<file path="src/rtl/uncache_ctrl_if.sv">
// Single-beat AXI-lite-style bus used by the uncached access controller.
//   master : controller side (drives ar/aw/w channels, rready, bready)
//   slave  : bus arbiter / memory side
interface uncache_ctrl_if #(
    parameter int unsigned ADDR_W = 32,
    parameter int unsigned DATA_W = 32
);
    localparam int unsigned STRB_W = DATA_W / 8;

    logic              arvalid;
    logic [ADDR_W-1:0] araddr;
    logic [2:0]        arsize;
    logic              arready;

    logic              rvalid;
    logic [DATA_W-1:0] rdata;
    logic              rready;

    logic              awvalid;
    logic [ADDR_W-1:0] awaddr;
    logic [2:0]        awsize;
    logic              awready;

    logic              wvalid;
    logic [DATA_W-1:0] wdata;
    logic [STRB_W-1:0] wstrb;
    logic              wready;

    logic              bvalid;
    logic              bready;

    modport master (
        output arvalid, araddr, arsize,
        input  arready,
        input  rvalid, rdata,
        output rready,
        output awvalid, awaddr, awsize,
        input  awready,
        output wvalid, wdata, wstrb,
        input  wready,
        input  bvalid,
        output bready
    );

    modport slave (
        input  arvalid, araddr, arsize,
        output arready,
        output rvalid, rdata,
        input  rready,
        input  awvalid, awaddr, awsize,
        output awready,
        input  wvalid, wdata, wstrb,
        output wready,
        output bvalid,
        input  bready
    );
endinterface

</file>
<file path="src/rtl/uncache_ctrl.sv">
// Uncached data access controller: turns one uncached MEM-stage access into a
// single-beat bus read or write and stalls the pipeline until it completes.
// Ports:
//   clk, resetn        clock, asynchronous active-low reset
//   cpu_req_valid      access presented by MEM stage
//   cpu_is_uncache     access classified uncached (others are ignored)
//   cpu_wr             1=store, 0=load
//   cpu_addr/wdata/wstrb/size   request fields, latched on acceptance
//   cpu_stall          combinational pipeline hold
//   cpu_rdata          registered load data, held until the next load completes
//   cpu_rdata_valid    one-cycle completion pulse
//   bus                AXI-lite-style master port
module uncache_ctrl #(
    parameter int unsigned ADDR_W = 32,
    parameter int unsigned DATA_W = 32
) (
    input  logic                clk,
    input  logic                resetn,
    input  logic                cpu_req_valid,
    input  logic                cpu_is_uncache,
    input  logic                cpu_wr,
    input  logic [ADDR_W-1:0]   cpu_addr,
    input  logic [DATA_W-1:0]   cpu_wdata,
    input  logic [DATA_W/8-1:0] cpu_wstrb,
    input  logic [1:0]          cpu_size,
    output logic                cpu_stall,
    output logic [DATA_W-1:0]   cpu_rdata,
    output logic                cpu_rdata_valid,
    uncache_ctrl_if.master      bus
);
    localparam int unsigned STRB_W = DATA_W / 8;

    typedef enum logic [2:0] {
        IDLE   = 3'd0,
        RD_AR  = 3'd1,
        RD_R   = 3'd2,
        WR_AWW = 3'd3,
        WR_B   = 3'd4,
        DONE   = 3'd5
    } state_t;

    state_t            state_q, state_d;
    logic [ADDR_W-1:0] addr_q, addr_d;
    logic [DATA_W-1:0] wdata_q, wdata_d;
    logic [STRB_W-1:0] wstrb_q, wstrb_d;
    logic [1:0]        size_q, size_d;
    logic [DATA_W-1:0] rdata_q, rdata_d;
    logic              rdata_valid_q, rdata_valid_d;
    logic              arvalid_q, arvalid_d;
    logic              rready_q, rready_d;
    logic              awvalid_q, awvalid_d;
    logic              wvalid_q, wvalid_d;
    logic              bready_q, bready_d;
    logic              accept;

    assign accept = cpu_req_valid & cpu_is_uncache;

    // State and registered outputs
    always_ff @(posedge clk or negedge resetn) begin
        if (!resetn) begin
            state_q       <= IDLE;
            addr_q        <= '0;
            wdata_q       <= '0;
            wstrb_q       <= '0;
            size_q        <= '0;
            rdata_q       <= '0;
            rdata_valid_q <= 1'b0;
            arvalid_q     <= 1'b0;
            rready_q      <= 1'b0;
            awvalid_q     <= 1'b0;
            wvalid_q      <= 1'b0;
            bready_q      <= 1'b0;
        end else begin
            state_q       <= state_d;
            addr_q        <= addr_d;
            wdata_q       <= wdata_d;
            wstrb_q       <= wstrb_d;
            size_q        <= size_d;
            rdata_q       <= rdata_d;
            rdata_valid_q <= rdata_valid_d;
            arvalid_q     <= arvalid_d;
            rready_q      <= rready_d;
            awvalid_q     <= awvalid_d;
            wvalid_q      <= wvalid_d;
            bready_q      <= bready_d;
        end
    end

    // Next state and next output values
    always_comb begin
        state_d       = state_q;
        addr_d        = addr_q;
        wdata_d       = wdata_q;
        wstrb_d       = wstrb_q;
        size_d        = size_q;
        rdata_d       = rdata_q;
        rdata_valid_d = 1'b0;
        arvalid_d     = arvalid_q;
        rready_d      = rready_q;
        awvalid_d     = awvalid_q;
        wvalid_d      = wvalid_q;
        bready_d      = bready_q;

        unique case (state_q)
            IDLE: begin
                if (accept) begin
                    addr_d  = cpu_addr;
                    wdata_d = cpu_wdata;
                    wstrb_d = cpu_wstrb;
                    size_d  = cpu_size;
                    if (cpu_wr) begin
                        state_d   = WR_AWW;
                        awvalid_d = 1'b1;
                        wvalid_d  = 1'b1;
                    end else begin
                        state_d   = RD_AR;
                        arvalid_d = 1'b1;
                    end
                end
            end
            RD_AR: begin
                if (bus.arready) begin
                    arvalid_d = 1'b0;
                    rready_d  = 1'b1;
                    state_d   = RD_R;
                end
            end
            RD_R: begin
                if (bus.rvalid) begin
                    rready_d      = 1'b0;
                    rdata_d       = bus.rdata;
                    rdata_valid_d = 1'b1;
                    state_d       = DONE;
                end
            end
            WR_AWW: begin
                // A cleared awvalid/wvalid marks that channel's handshake as done
                if (bus.awready) awvalid_d = 1'b0;
                if (bus.wready)  wvalid_d  = 1'b0;
                if (!awvalid_d && !wvalid_d) begin
                    bready_d = 1'b1;
                    state_d  = WR_B;
                end
            end
            WR_B: begin
                if (bus.bvalid) begin
                    bready_d      = 1'b0;
                    rdata_valid_d = 1'b1;
                    state_d       = DONE;
                end
            end
            DONE:    state_d = IDLE;
            default: state_d = IDLE;
        endcase
    end

    // Stall drops in DONE so the held instruction retires with the pulse
    assign cpu_stall = resetn & (((state_q == IDLE) & accept) |
                                 ((state_q != IDLE) & (state_q != DONE)));

    assign cpu_rdata       = rdata_q;
    assign cpu_rdata_valid = rdata_valid_q;

    assign bus.arvalid = arvalid_q;
    assign bus.araddr  = addr_q;
    assign bus.arsize  = {1'b0, size_q};
    assign bus.rready  = rready_q;
    assign bus.awvalid = awvalid_q;
    assign bus.awaddr  = addr_q;
    assign bus.awsize  = {1'b0, size_q};
    assign bus.wvalid  = wvalid_q;
    assign bus.wdata   = wdata_q;
    assign bus.wstrb   = wstrb_q;
    assign bus.bready  = bready_q;
endmodule

</file>
<file path="src/flat_wrapper.sv">
// flat-port wrapper written by rule: the top's interface ports become plain ports
module uncache_ctrl_flat 
#(
    parameter int unsigned ADDR_W = 32,
    parameter int unsigned DATA_W = 32
)
  (clk, resetn, cpu_req_valid, cpu_is_uncache, cpu_wr, cpu_addr, cpu_wdata, cpu_wstrb, cpu_size, cpu_stall, cpu_rdata, cpu_rdata_valid, bus_arvalid, bus_araddr, bus_arsize, bus_arready, bus_rvalid, bus_rdata, bus_rready, bus_awvalid, bus_awaddr, bus_awsize, bus_awready, bus_wvalid, bus_wdata, bus_wstrb, bus_wready, bus_bvalid, bus_bready);
  uncache_ctrl_if #(.ADDR_W(ADDR_W), .DATA_W(DATA_W)) bus_i ();
  input  logic clk;
  input  logic resetn;
  input  logic cpu_req_valid;
  input  logic cpu_is_uncache;
  input  logic cpu_wr;
  input  logic [ADDR_W-1:0] cpu_addr;
  input  logic [DATA_W-1:0] cpu_wdata;
  input  logic [DATA_W/8-1:0] cpu_wstrb;
  input  logic [1:0] cpu_size;
  output logic cpu_stall;
  output logic [DATA_W-1:0] cpu_rdata;
  output logic cpu_rdata_valid;
  output wire logic [$bits(bus_i.arvalid)-1:0] bus_arvalid;
  output wire logic [$bits(bus_i.araddr)-1:0] bus_araddr;
  output wire logic [$bits(bus_i.arsize)-1:0] bus_arsize;
  input wire logic [$bits(bus_i.arready)-1:0] bus_arready;
  input wire logic [$bits(bus_i.rvalid)-1:0] bus_rvalid;
  input wire logic [$bits(bus_i.rdata)-1:0] bus_rdata;
  output wire logic [$bits(bus_i.rready)-1:0] bus_rready;
  output wire logic [$bits(bus_i.awvalid)-1:0] bus_awvalid;
  output wire logic [$bits(bus_i.awaddr)-1:0] bus_awaddr;
  output wire logic [$bits(bus_i.awsize)-1:0] bus_awsize;
  input wire logic [$bits(bus_i.awready)-1:0] bus_awready;
  output wire logic [$bits(bus_i.wvalid)-1:0] bus_wvalid;
  output wire logic [$bits(bus_i.wdata)-1:0] bus_wdata;
  output wire logic [$bits(bus_i.wstrb)-1:0] bus_wstrb;
  input wire logic [$bits(bus_i.wready)-1:0] bus_wready;
  input wire logic [$bits(bus_i.bvalid)-1:0] bus_bvalid;
  output wire logic [$bits(bus_i.bready)-1:0] bus_bready;
  assign bus_arvalid = bus_i.arvalid;
  assign bus_araddr = bus_i.araddr;
  assign bus_arsize = bus_i.arsize;
  assign bus_i.arready = bus_arready;
  assign bus_i.rvalid = bus_rvalid;
  assign bus_i.rdata = bus_rdata;
  assign bus_rready = bus_i.rready;
  assign bus_awvalid = bus_i.awvalid;
  assign bus_awaddr = bus_i.awaddr;
  assign bus_awsize = bus_i.awsize;
  assign bus_i.awready = bus_awready;
  assign bus_wvalid = bus_i.wvalid;
  assign bus_wdata = bus_i.wdata;
  assign bus_wstrb = bus_i.wstrb;
  assign bus_i.wready = bus_wready;
  assign bus_i.bvalid = bus_bvalid;
  assign bus_bready = bus_i.bready;
  uncache_ctrl #(.ADDR_W(ADDR_W), .DATA_W(DATA_W)) u_core (.clk(clk), .resetn(resetn), .cpu_req_valid(cpu_req_valid), .cpu_is_uncache(cpu_is_uncache), .cpu_wr(cpu_wr), .cpu_addr(cpu_addr), .cpu_wdata(cpu_wdata), .cpu_wstrb(cpu_wstrb), .cpu_size(cpu_size), .cpu_stall(cpu_stall), .cpu_rdata(cpu_rdata), .cpu_rdata_valid(cpu_rdata_valid), .bus(bus_i));
endmodule
</file>
<file path="config.mk">
export PLATFORM = sky130hd
export DESIGN_NAME = uncache_ctrl_flat
export DESIGN_NICKNAME = d
export VERILOG_FILES = /design/src/rtl/uncache_ctrl_if.sv /design/src/rtl/uncache_ctrl.sv /design/src/flat_wrapper.sv
export SDC_FILE = /design/constraint.sdc
export NUM_CORES = 1
export LEC_CHECK = 0
export BUFFER_PORTS_ARGS = -buffer_cell sky130_fd_sc_hd__buf_2
export CELL_PAD_IN_SITES_DETAIL_PLACEMENT = 0
export CELL_PAD_IN_SITES_GLOBAL_PLACEMENT = 1
export CORE_ASPECT_RATIO = 0.75
export CORE_UTILIZATION = 34
export CTS_BUF_LIST = sky130_fd_sc_hd__clkbuf_16
export CTS_CLUSTER_SIZE = 16
export DETAILED_ROUTE_END_ITERATION = 7
export PLACE_DENSITY = 0.88
export SETUP_SLACK_MARGIN = 0.3
export SYNTH_ARGS = -nofsm -noshare
export SYNTH_HDL_FRONTEND = slang
export SYNTH_SLANG_ARGS = --single-unit
</file>
<file path="constraint.sdc">
create_clock -name clk -period 2.6 [get_ports clk]
set_clock_uncertainty 0.15 [all_clocks]
set_input_delay 0.26 -clock clk [delete_from_list [all_inputs] [get_ports clk]]
set_output_delay 0.26 -clock clk [all_outputs]
set_load 0.05 [all_outputs]
</file>
==> flow_summary.yaml, run 1 <==
status:
  run_status: "finished clean"
timing:
  whs_ns: 0.02450
  layout_setup_ws_ns: 0.5061
  period_share_pct: 80.54
  timing.fmax_mhz: 477.6
  slew_violations: 0
  maxSlewHeadroom_pct: 61.68
  rsz0062_at_grt: "false"
  worst_slew_pin_slew_ns: 0.5748
  hold_viol_final: 0
  tns_ns: 0
  setup_violations: 0
  min_period_ns: 2.094
hold_path:
  min_path_cells: 2
  hold_class: "in2reg"
  holdPathEnd: "u_core.bus.araddr[11]$_DFFE_PN0P_"
  worstHoldStart: "cpu_addr[11]"
setup_path:
  endpoint_kind: "output port"
  max_stage_delay_ns: 0.65
  crit_type: "reg2out"
  startpoint_type: "flop"
  r2r_slack_ns: 0.59
  crit_required_ns: 2.19
  cpMaxStageDelayCell: "dfrtp_1"
  crit_chain: "nor2_1 > a21oi_1 > o21a_1 > buf_2"
  crit_fanout: 14
  r2r_cells: 3
  r2r_end: "u_core.cpu_rdata[2]$_DFFE_PN0P_"
  critPathArrivalTime_ns: 1.68
  reg2reg_from: "u_core.state_q[1]$_DFFE_PN0P_"
floorplan:
  initial_utilization_pct: 35.13
  ios: 257
  die_x_microns: 136.2
  die_area_sq_um: 13970
  fp-row-count: 36
  die_h_microns: 102.6
  coreArea_sq_um: 13060
final_layout:
  syn_to_final_growth_pct: 54.33
  num-nets-final: 742
  fillerInstances: 1088
  layout-drive-gt1-share_pct: 58.43
  diodes: 0
cts:
  path_clk_slew_ns: 0.07
  cts_resized: 0
  cts.htree.levels: 3
  cts_root_buf: "clkbuf_16"
  cts_buffers: 9
  tritoncts: "built"
  clk_latency_ns: 0.35
  clockBufferDepth: 2
  clock-sinks: 111
global_routing:
  grt_pass1_vias: 3591
  grt_max_degree: 112
  grt_usage_pct: 16.55
  grt_antenna_before_repair: 0
  grt_pass1_wl_mm: 17.52
  grt_overflow: 0
flow_run:
  maxCapViolCount: 0
drt:
  ant_nets: 0
  wl_per_cell_microns: 14.26
  route.detailed.drc: 0
  viasPerCell: 4.433
  drtIter0Drc: 85
  dr.pass1.iters: 4
  totalWireLength_mm: 11.49
  num_vias: 3573
logic_synthesis:
  synth_area_sq_um: 4589
  synth_seq_cells: 111
  yosysSeqAreaShare_pct: 60.52
  yosysWarnings: 0
  syn_inst: 308
  synth.avg_cell_area_sq_um: 14.90
  ys_types: 31
placed_design:
  pre_cts_ws_ns: 0.6141
  io_buffers: 254
  dp_hpwl_mm: 7.258
  place.gp.congestion: 0.7695
==> placed cells by master, fill, tap and decap left out, types with 2 or more instances in the layout <==
cell type	instances
dfrtp_1	111
nand2_1	6
a22o_1	3
buf_12	2
dlygate4sd3_1	102
mux2_1	6
a21oi_1	4
clkinvlp_4	3
mux2_2	96
nor2b_1	2
buf_2	253
nand3_1	3
inv_1	4
nor2_1	4
o21ai_0	2
a21o_1	2
clkbuf_16	9
buf_4	3
nand2b_1	2
conb_1	2
==> flip-flops by register name, summed over array words and instances, names as in the netlist <==
signal	cells
u_core.bus.araddr	32
u_core.size_q	2
u_core.bus.bready	1
u_core.cpu_rdata_valid	1
u_core.state_q	3
u_core.bus.awvalid	1
u_core.bus.wvalid	1
u_core.bus.wdata	32
u_core.bus.arvalid	1
u_core.bus.wstrb	4
u_core.cpu_rdata	32
u_core.bus.rready	1
==> stage by stage <==
stage	instance area [sq um]	util, %	std cells
after floorplan	4593	-	309
after global placement	5772	44.19	688
after detailed placement	5772	44.19	688
after CTS	7083	54.22	806
after global routing	7083	54.22	806
final	7083	54.22	806
==> how the worst max path moves through the flow <==
stage                             startpoint                          endpoint  depth (start not counted)
6_report       u_core.state_q[0]$_DFFE_PN0P_                         cpu_stall                          4
5_1_grt        u_core.state_q[0]$_DFFE_PN0P_                         cpu_stall                          4
4_1_cts        u_core.state_q[0]$_DFFE_PN0P_                         cpu_stall                          4
3_5_place_dp   u_core.state_q[1]$_DFFE_PN0P_  u_core.cpu_rdata[17]$_DFFE_PN0P_                          3
3_3_place_gp   u_core.state_q[1]$_DFFE_PN0P_   u_core.cpu_rdata[4]$_DFFE_PN0P_                          3
2_1_floorplan  u_core.state_q[1]$_DFFE_PN0P_  u_core.bus.araddr[0]$_DFFE_PN0P_                          3
==> cells in the mapped netlist <==
cell       number  area, sq um
dfrtp_1       111         2778
mux2_2         96         1081
buf_4          36        270.3
buf_6           7        78.83
mux2_1          6        67.56
nand2_1         6        22.52
a21oi_1         4        20.02
clkbuf_1        4        15.01
nor2_1          4        15.01
a22o_1          3        26.28
buf_2           3        15.01
inv_1           3        11.26
nand3_1         3        15.01
a21o_1          2        15.01
nand2b_1        2        12.51
nor2b_1         2        12.51
o21ai_0         2        10.01
a2111oi_0       1        8.760
a211o_1         1        8.760
a311o_1         1        10.01
a31o_2          1        8.760
a31oi_1         1        6.260
and2_1          1        6.260
and3_1          1        6.260
conb_1          1        3.750
nand4b_1        1        8.760
nor4_4          1        21.27
nor4bb_1        1        10.01
o21a_1          1        7.510
o22a_1          1        8.760
o2bb2ai_1       1        8.760
==> logic make-up (layout without fill, tap and decap cells) <==
kind of cell           after synthesis  count (layout)  synth area share [%]
and+or+nand+nor                     22              22                 2.835
buffers and inverters               53             379                 8.506
muxes                              102             102                 25.03
DFF                                111             111                 60.52
other                                1               2               0.08171
AOI/OAI and AO/OA                   19              19                 3.027
==> layout make-up <==
type,instances,area [sq um],area share [%]
tap,171,214.0,3.021
clock buffer,9,225.2,3.180
timing repair buffer,360,2350,33.17
sequential,111,2778,39.22
multi-input combinational,145,1440,20.33
clock inverter,7,65.06,0.9186
inverter,3,11.26,0.1590
==> worst max-delay path, delay by kind of cell, from the launching register on <==
kind | cells | cell delay, ns
buffers and inverters | 1 | 0.26
flip-flops | 1 | 0.65
AO/OA/AOI/OAI | 2 | 0.31
AND/OR/NAND/NOR | 1 | 0.13
==> per-layer routing <==
| metal | wire length [microns] | track usage [%] |
|---|---|---|
| met1 | 4455 | 18.37 |
| met2 | 5865 | 28.93 |
| met3 | 891 | 5.556 |
| met4 | 281 | 7.692 |
| met5 | 0 | 0 |
==> repair_timing <==
| action | CTS | global route |
|---|---|---|
| hold buffers | 102 | 0 |
| endpoints found under the setup margin | 0 | 0 |
| buffers inserted | 0 | 0 |
| endpoints found under the hold margin | 212 | 0 |
Power of run 1 is not shown: default switching activity piles up to over one toggle a cycle in this logic, so the estimate is an artifact.
==> inputs of run 2 (changes only) <==
- clock period: 2.6 -> 2.1 ns (I/O delays scaled with it)
==> flow_summary.yaml, run 2 (synthesized netlist as in run 1, its figures left out) <==
final_layout:
  num-nets-final: 760
  syn_to_final_growth_pct: 63.47
  final_common_cell: "buf_2"
  layout-drive-gt1-share_pct: 60.49
  diodes: 0
  mostFrequentLayoutCells: "252 x buf_2, 109 x dfrtp_1, 104 x dlygate4sd3_1"
  utilization_pct: 57.43
floorplan:
  die_x_microns: 136.2
  initial_utilization_pct: 35.13
  ios: 257
  die_h_microns: 102.6
  fp-row-count: 36
  die_area_sq_um: 13970
  coreArea_sq_um: 13060
timing:
  tns_ns: 0
  setup_violations: 0
  hold_viol_final: 0
  whs_ns: 0.03144
  timing.fmax_mhz: 536.9
  period_share_pct: 88.69
  min_period_ns: 1.863
  worst_slew_pin_slew_ns: 0.6296
  rsz0062_at_grt: "true"
  maxSlewHeadroom_pct: 58.02
  slew_violations: 0
flow_run:
  maxCapViolCount: 0
drt:
  viasPerCell: 4.492
  dr_wl_met2_mm: 7.142
  top_layer_used: "met4"
  wl_per_cell_microns: 16.29
  route.detailed.drc: 0
  drtIter0Drc: 101
  met3_length_microns: 954
  dr.pass1.iters: 4
  drt-met1-wl_mm: 5.166
  num_vias: 3701
  totalWireLength_mm: 13.42
  ant_nets: 0
cts:
  tritoncts: "built"
  cts_root_buf: "clkbuf_16"
  clk_latency_ns: 0.35
  cts.htree.levels: 3
  path_clk_slew_ns: 0.07
  clock-sinks: 111
  clockBufferDepth: 2
  cts_buffers: 9
hold_path:
  min_path_cells: 3
  holdPathEnd: "u_core.bus.rready$_DFFE_PN0P_"
  hold_class: "in2reg"
  worstHoldStart: "bus_rvalid"
setup_path:
  crit_fanout: 5
  crit_required_ns: 2.18
  critPathArrivalTime_ns: 1.94
  reg2reg_from: "u_core.state_q[0]$_DFFE_PN0P_"
  crit_type: "reg2reg"
  crit_chain: "buf_6 > nor4_4 > buf_4 > buf_12 > clkbuf_16 > mux2_4"
  endpoint_kind: "flop"
  r2r_slack_ns: 0.24
  r2r_cells: 6
  r2r_end: "u_core.bus.wstrb[1]$_DFFE_PN0P_"
  max_stage_delay_ns: 0.43
  startpoint_type: "flop"
  cpMaxStageDelayCell: "dfrtp_2"
global_routing:
  grt_max_degree: 112
  grt_usage_pct: 18.21
  grt_pass1_wl_mm: 19.28
  grt_antenna_before_repair: 0
  grt_pass1_vias: 3785
  grt_overflow: 0
placed_design:
  dp_hpwl_mm: 7.873
  io_buffers: 254
  place.gp.congestion: 0.7650
status:
  run_status: "finished clean"
## run 2: critical path: cells and delay by family (launching register included)
kind	cells	cell delay, ns
AND/OR/NAND/NOR	1	0.28
multiplexers	1	0.29
buffers and inverters	4	0.59
flip-flops	1	0.43
## run 2: metrics by stage
step | instance area (sq um) | cells | setup slack (ns)
floorplan | 4604 | 309 | 0.2589
global placement | 5831 | 691 | 0.3020
detailed placement | 5831 | 691 | 0.2500
CTS | 7333 | 820 | 0.2009
global route | 7502 | 824 | 0.1882
finish | 7502 | 824 | 0.2375
## run 2: what timing repair did
action                                  4_1_cts  5_1_grt
cloned                                        3        3
hold buffers                                104        0
pin swaps                                     2        2
endpoints found under the setup margin       37      100
resized for setup                            11       23
endpoints found under the hold margin       215        0
buffers inserted                              6        1
## run 2: worst max path at each step
| stage | start | end | cells past startpoint |
|---|---|---|---|
| 6_report | u_core.state_q[0]$_DFFE_PN0P_ | u_core.bus.wstrb[1]$_DFFE_PN0P_ | 6 |
| 3_5_place_dp | cpu_req_valid | u_core.bus.araddr[1]$_DFFE_PN0P_ | 5 |
| 3_3_place_gp | cpu_req_valid | u_core.bus.araddr[21]$_DFFE_PN0P_ | 5 |
| 2_1_floorplan | u_core.state_q[0]$_DFFE_PN0P_ | u_core.bus.araddr[0]$_DFFE_PN0P_ | 3 |
| 4_1_cts | u_core.state_q[0]$_DFFE_PN0P_ | cpu_stall | 5 |
| 5_1_grt | u_core.state_q[2]$_DFFE_PN0P_ | u_core.bus.wdata[23]$_DFFE_PN0P_ | 6 |
## run 2: area by class of cell
type / instances / area (sq um)
fill: 1051 / 5560
sequential: 111 / 2780
timing repair buffer: 378 / 2661
multi-input combinational: 145 / 1536
clock buffer: 9 / 225.2
tap: 171 / 214.0
clock inverter: 7 / 73.82
inverter: 3 / 11.26
## run 2: per-layer routing
layer  global-route usage, %  up-vias
met3                   6.047       14
met4                   5.983        0
li1                        -     1722
met2                   33.39      162
met5                       0        -
met1                   19.91     1803
Power of run 2 is left out for the same reason.
==> inputs of run 3 (changes only) <==
- CORE_ASPECT_RATIO: 0.75 -> default
==> flow_summary.yaml, run 3 (synthesized netlist as in run 1, its figures left out) <==
status:
  run_status: "finished clean"
flow_run:
  maxCapViolCount: 0
floorplan:
  die_area_sq_um: 13970
  ios: 257
  die_h_microns: 118.2
  fp-row-count: 42
  initial_utilization_pct: 34.79
  die_x_microns: 118.2
  coreArea_sq_um: 13190
global_routing:
  grt_antenna_before_repair: 0
  grt_pass1_wl_mm: 19.46
  grt_max_degree: 112
  grt_overflow: 0
  grt_pass1_vias: 4037
  grt_usage_pct: 17.77
drt:
  viasPerCell: 4.490
  drtIter0Drc: 101
  wl_per_cell_microns: 15.37
  num_vias: 3767
  ant_nets: 0
  route.detailed.drc: 0
  dr.pass1.iters: 4
  totalWireLength_mm: 12.89
setup_path:
  crit_family: "flip-flops"
  crit_required_ns: 1.74
  cpMaxStageDelayCell: "dfrtp_2"
  crit_type: "reg2out"
  max_stage_delay_ns: 0.43
  endpoint_kind: "output port"
  cp_common_cell: "buf_6"
  crit_chain: "buf_6 > and2_4 > a21oi_2 > o21a_1 > buf_6"
  critPathArrivalTime_ns: 1.46
  crit_fanout: 4
  cp_num_buf_inv: 2
  startpoint_type: "flop"
cts:
  clockBufferDepth: 2
  path_clk_slew_ns: 0.07
  tritoncts: "built"
  cts_buffers: 9
  clock-sinks: 111
  clk_latency_ns: 0.34
  cts_root_buf: "clkbuf_16"
  cts.htree.levels: 3
timing:
  rsz0062_at_grt: "true"
  slew_violations: 0
  tns_ns: 0
  maxSlewHeadroom_pct: 58.66
  hold_viol_final: 0
  setup_violations: 0
  period_share_pct: 86.85
  min_period_ns: 1.824
  worst_slew_pin_slew_ns: 0.6201
  timing.fmax_mhz: 548.3
final_layout:
  diodes: 0
  mostFrequentLayoutCells: "252 x buf_2, 108 x dfrtp_1, 104 x dlygate4sd3_1"
  fin_area_sq_um: 7556
  num-nets-final: 770
  syn_to_final_growth_pct: 64.64
  final_common_cell: "buf_2"
  layout-drive-gt1-share_pct: 60.94
hold_path:
  hold_class: "in2reg"
placed_design:
  place.gp.congestion: 0.7736
  io_buffers: 254
  postPlaceCellArea_sq_um: 5824
  dp_hpwl_mm: 7.553
[run 3: final cells by class]
type	count	area (sq um)
inverters	3	11.26
well taps	176	220.2
fillers	1082	5634
repair buffers	388	2711
clock buffers	9	225.2
clock inverters	7	81.33
flip-flops and latches	111	2781
multi-input cells	145	1525
[run 3: worst reg2reg max path, stage by stage, from the launching register on]
cell       delay (ns)
dfrtp_2          0.43
buf_4            0.15
nor4bb_4         0.31
buf_4            0.19
clkbuf_16        0.14
mux2_2           0.33
[run 3: repair_timing]
| item | 4_1_cts | 5_1_grt |
|---|---|---|
| pin swaps | 2 | 2 |
| resized for setup | 12 | 22 |
| endpoints found under the hold margin | 215 | 0 |
| hold buffers | 104 | 0 |
| gates cloned | 1 | 6 |
| buffers inserted | 13 | 3 |
| setup endpoints to repair | 82 | 82 |
[run 3: final timing paths]
path | end | start | slack (ns) | cells after the start
hold reg to reg | u_core.bus.wdata[22]$_DFFE_PN0P_ | u_core.bus.wdata[22]$_DFFE_PN0P_ | 0.34 | 1
min in group asynchronous | u_core.state_q[0]$_DFFE_PN0P_ | resetn | 0.32 | 3
hold / removal | u_core.bus.wvalid$_DFFE_PN0P_ | bus_wready | 0.04 | 3
setup reg to reg | u_core.cpu_rdata[13]$_DFFE_PN0P_ | u_core.state_q[2]$_DFFE_PN0P_ | 0.29 | 5
setup / recovery | cpu_stall | u_core.state_q[2]$_DFFE_PN0P_ | 0.28 | 5
max in group asynchronous | u_core.state_q[1]$_DFFE_PN0P_ | resetn | 0.93 | 3
[run 3: routing by layer]
| metal | vias to the layer above | wire, microns | GRT usage [%] |
|---|---|---|---|
| li1 | 1742 | - | - |
| met1 | 1845 | 4980 | 19.02 |
| met2 | 150 | 6931 | 33.38 |
| met3 | 30 | 621 | 3.330 |
| met4 | 0 | 360 | 8.413 |
| met5 | - | 0 | 0 |
[run 3: metrics by stage]
stage	worst slack (ns)	util (%)	hold slack (ns)	cells
after global placement	0.3033	44.16	0.2006	696
after CTS	0.2826	55.56	0.03028	830
after floorplan	0.2589	-	-0.2356	309
after global routing	0.2116	57.29	0.04929	839
after detailed placement	0.2465	44.16	0.2089	696
final	0.2761	57.29	0.04251	839
Power of run 3 is left out for the same reason.
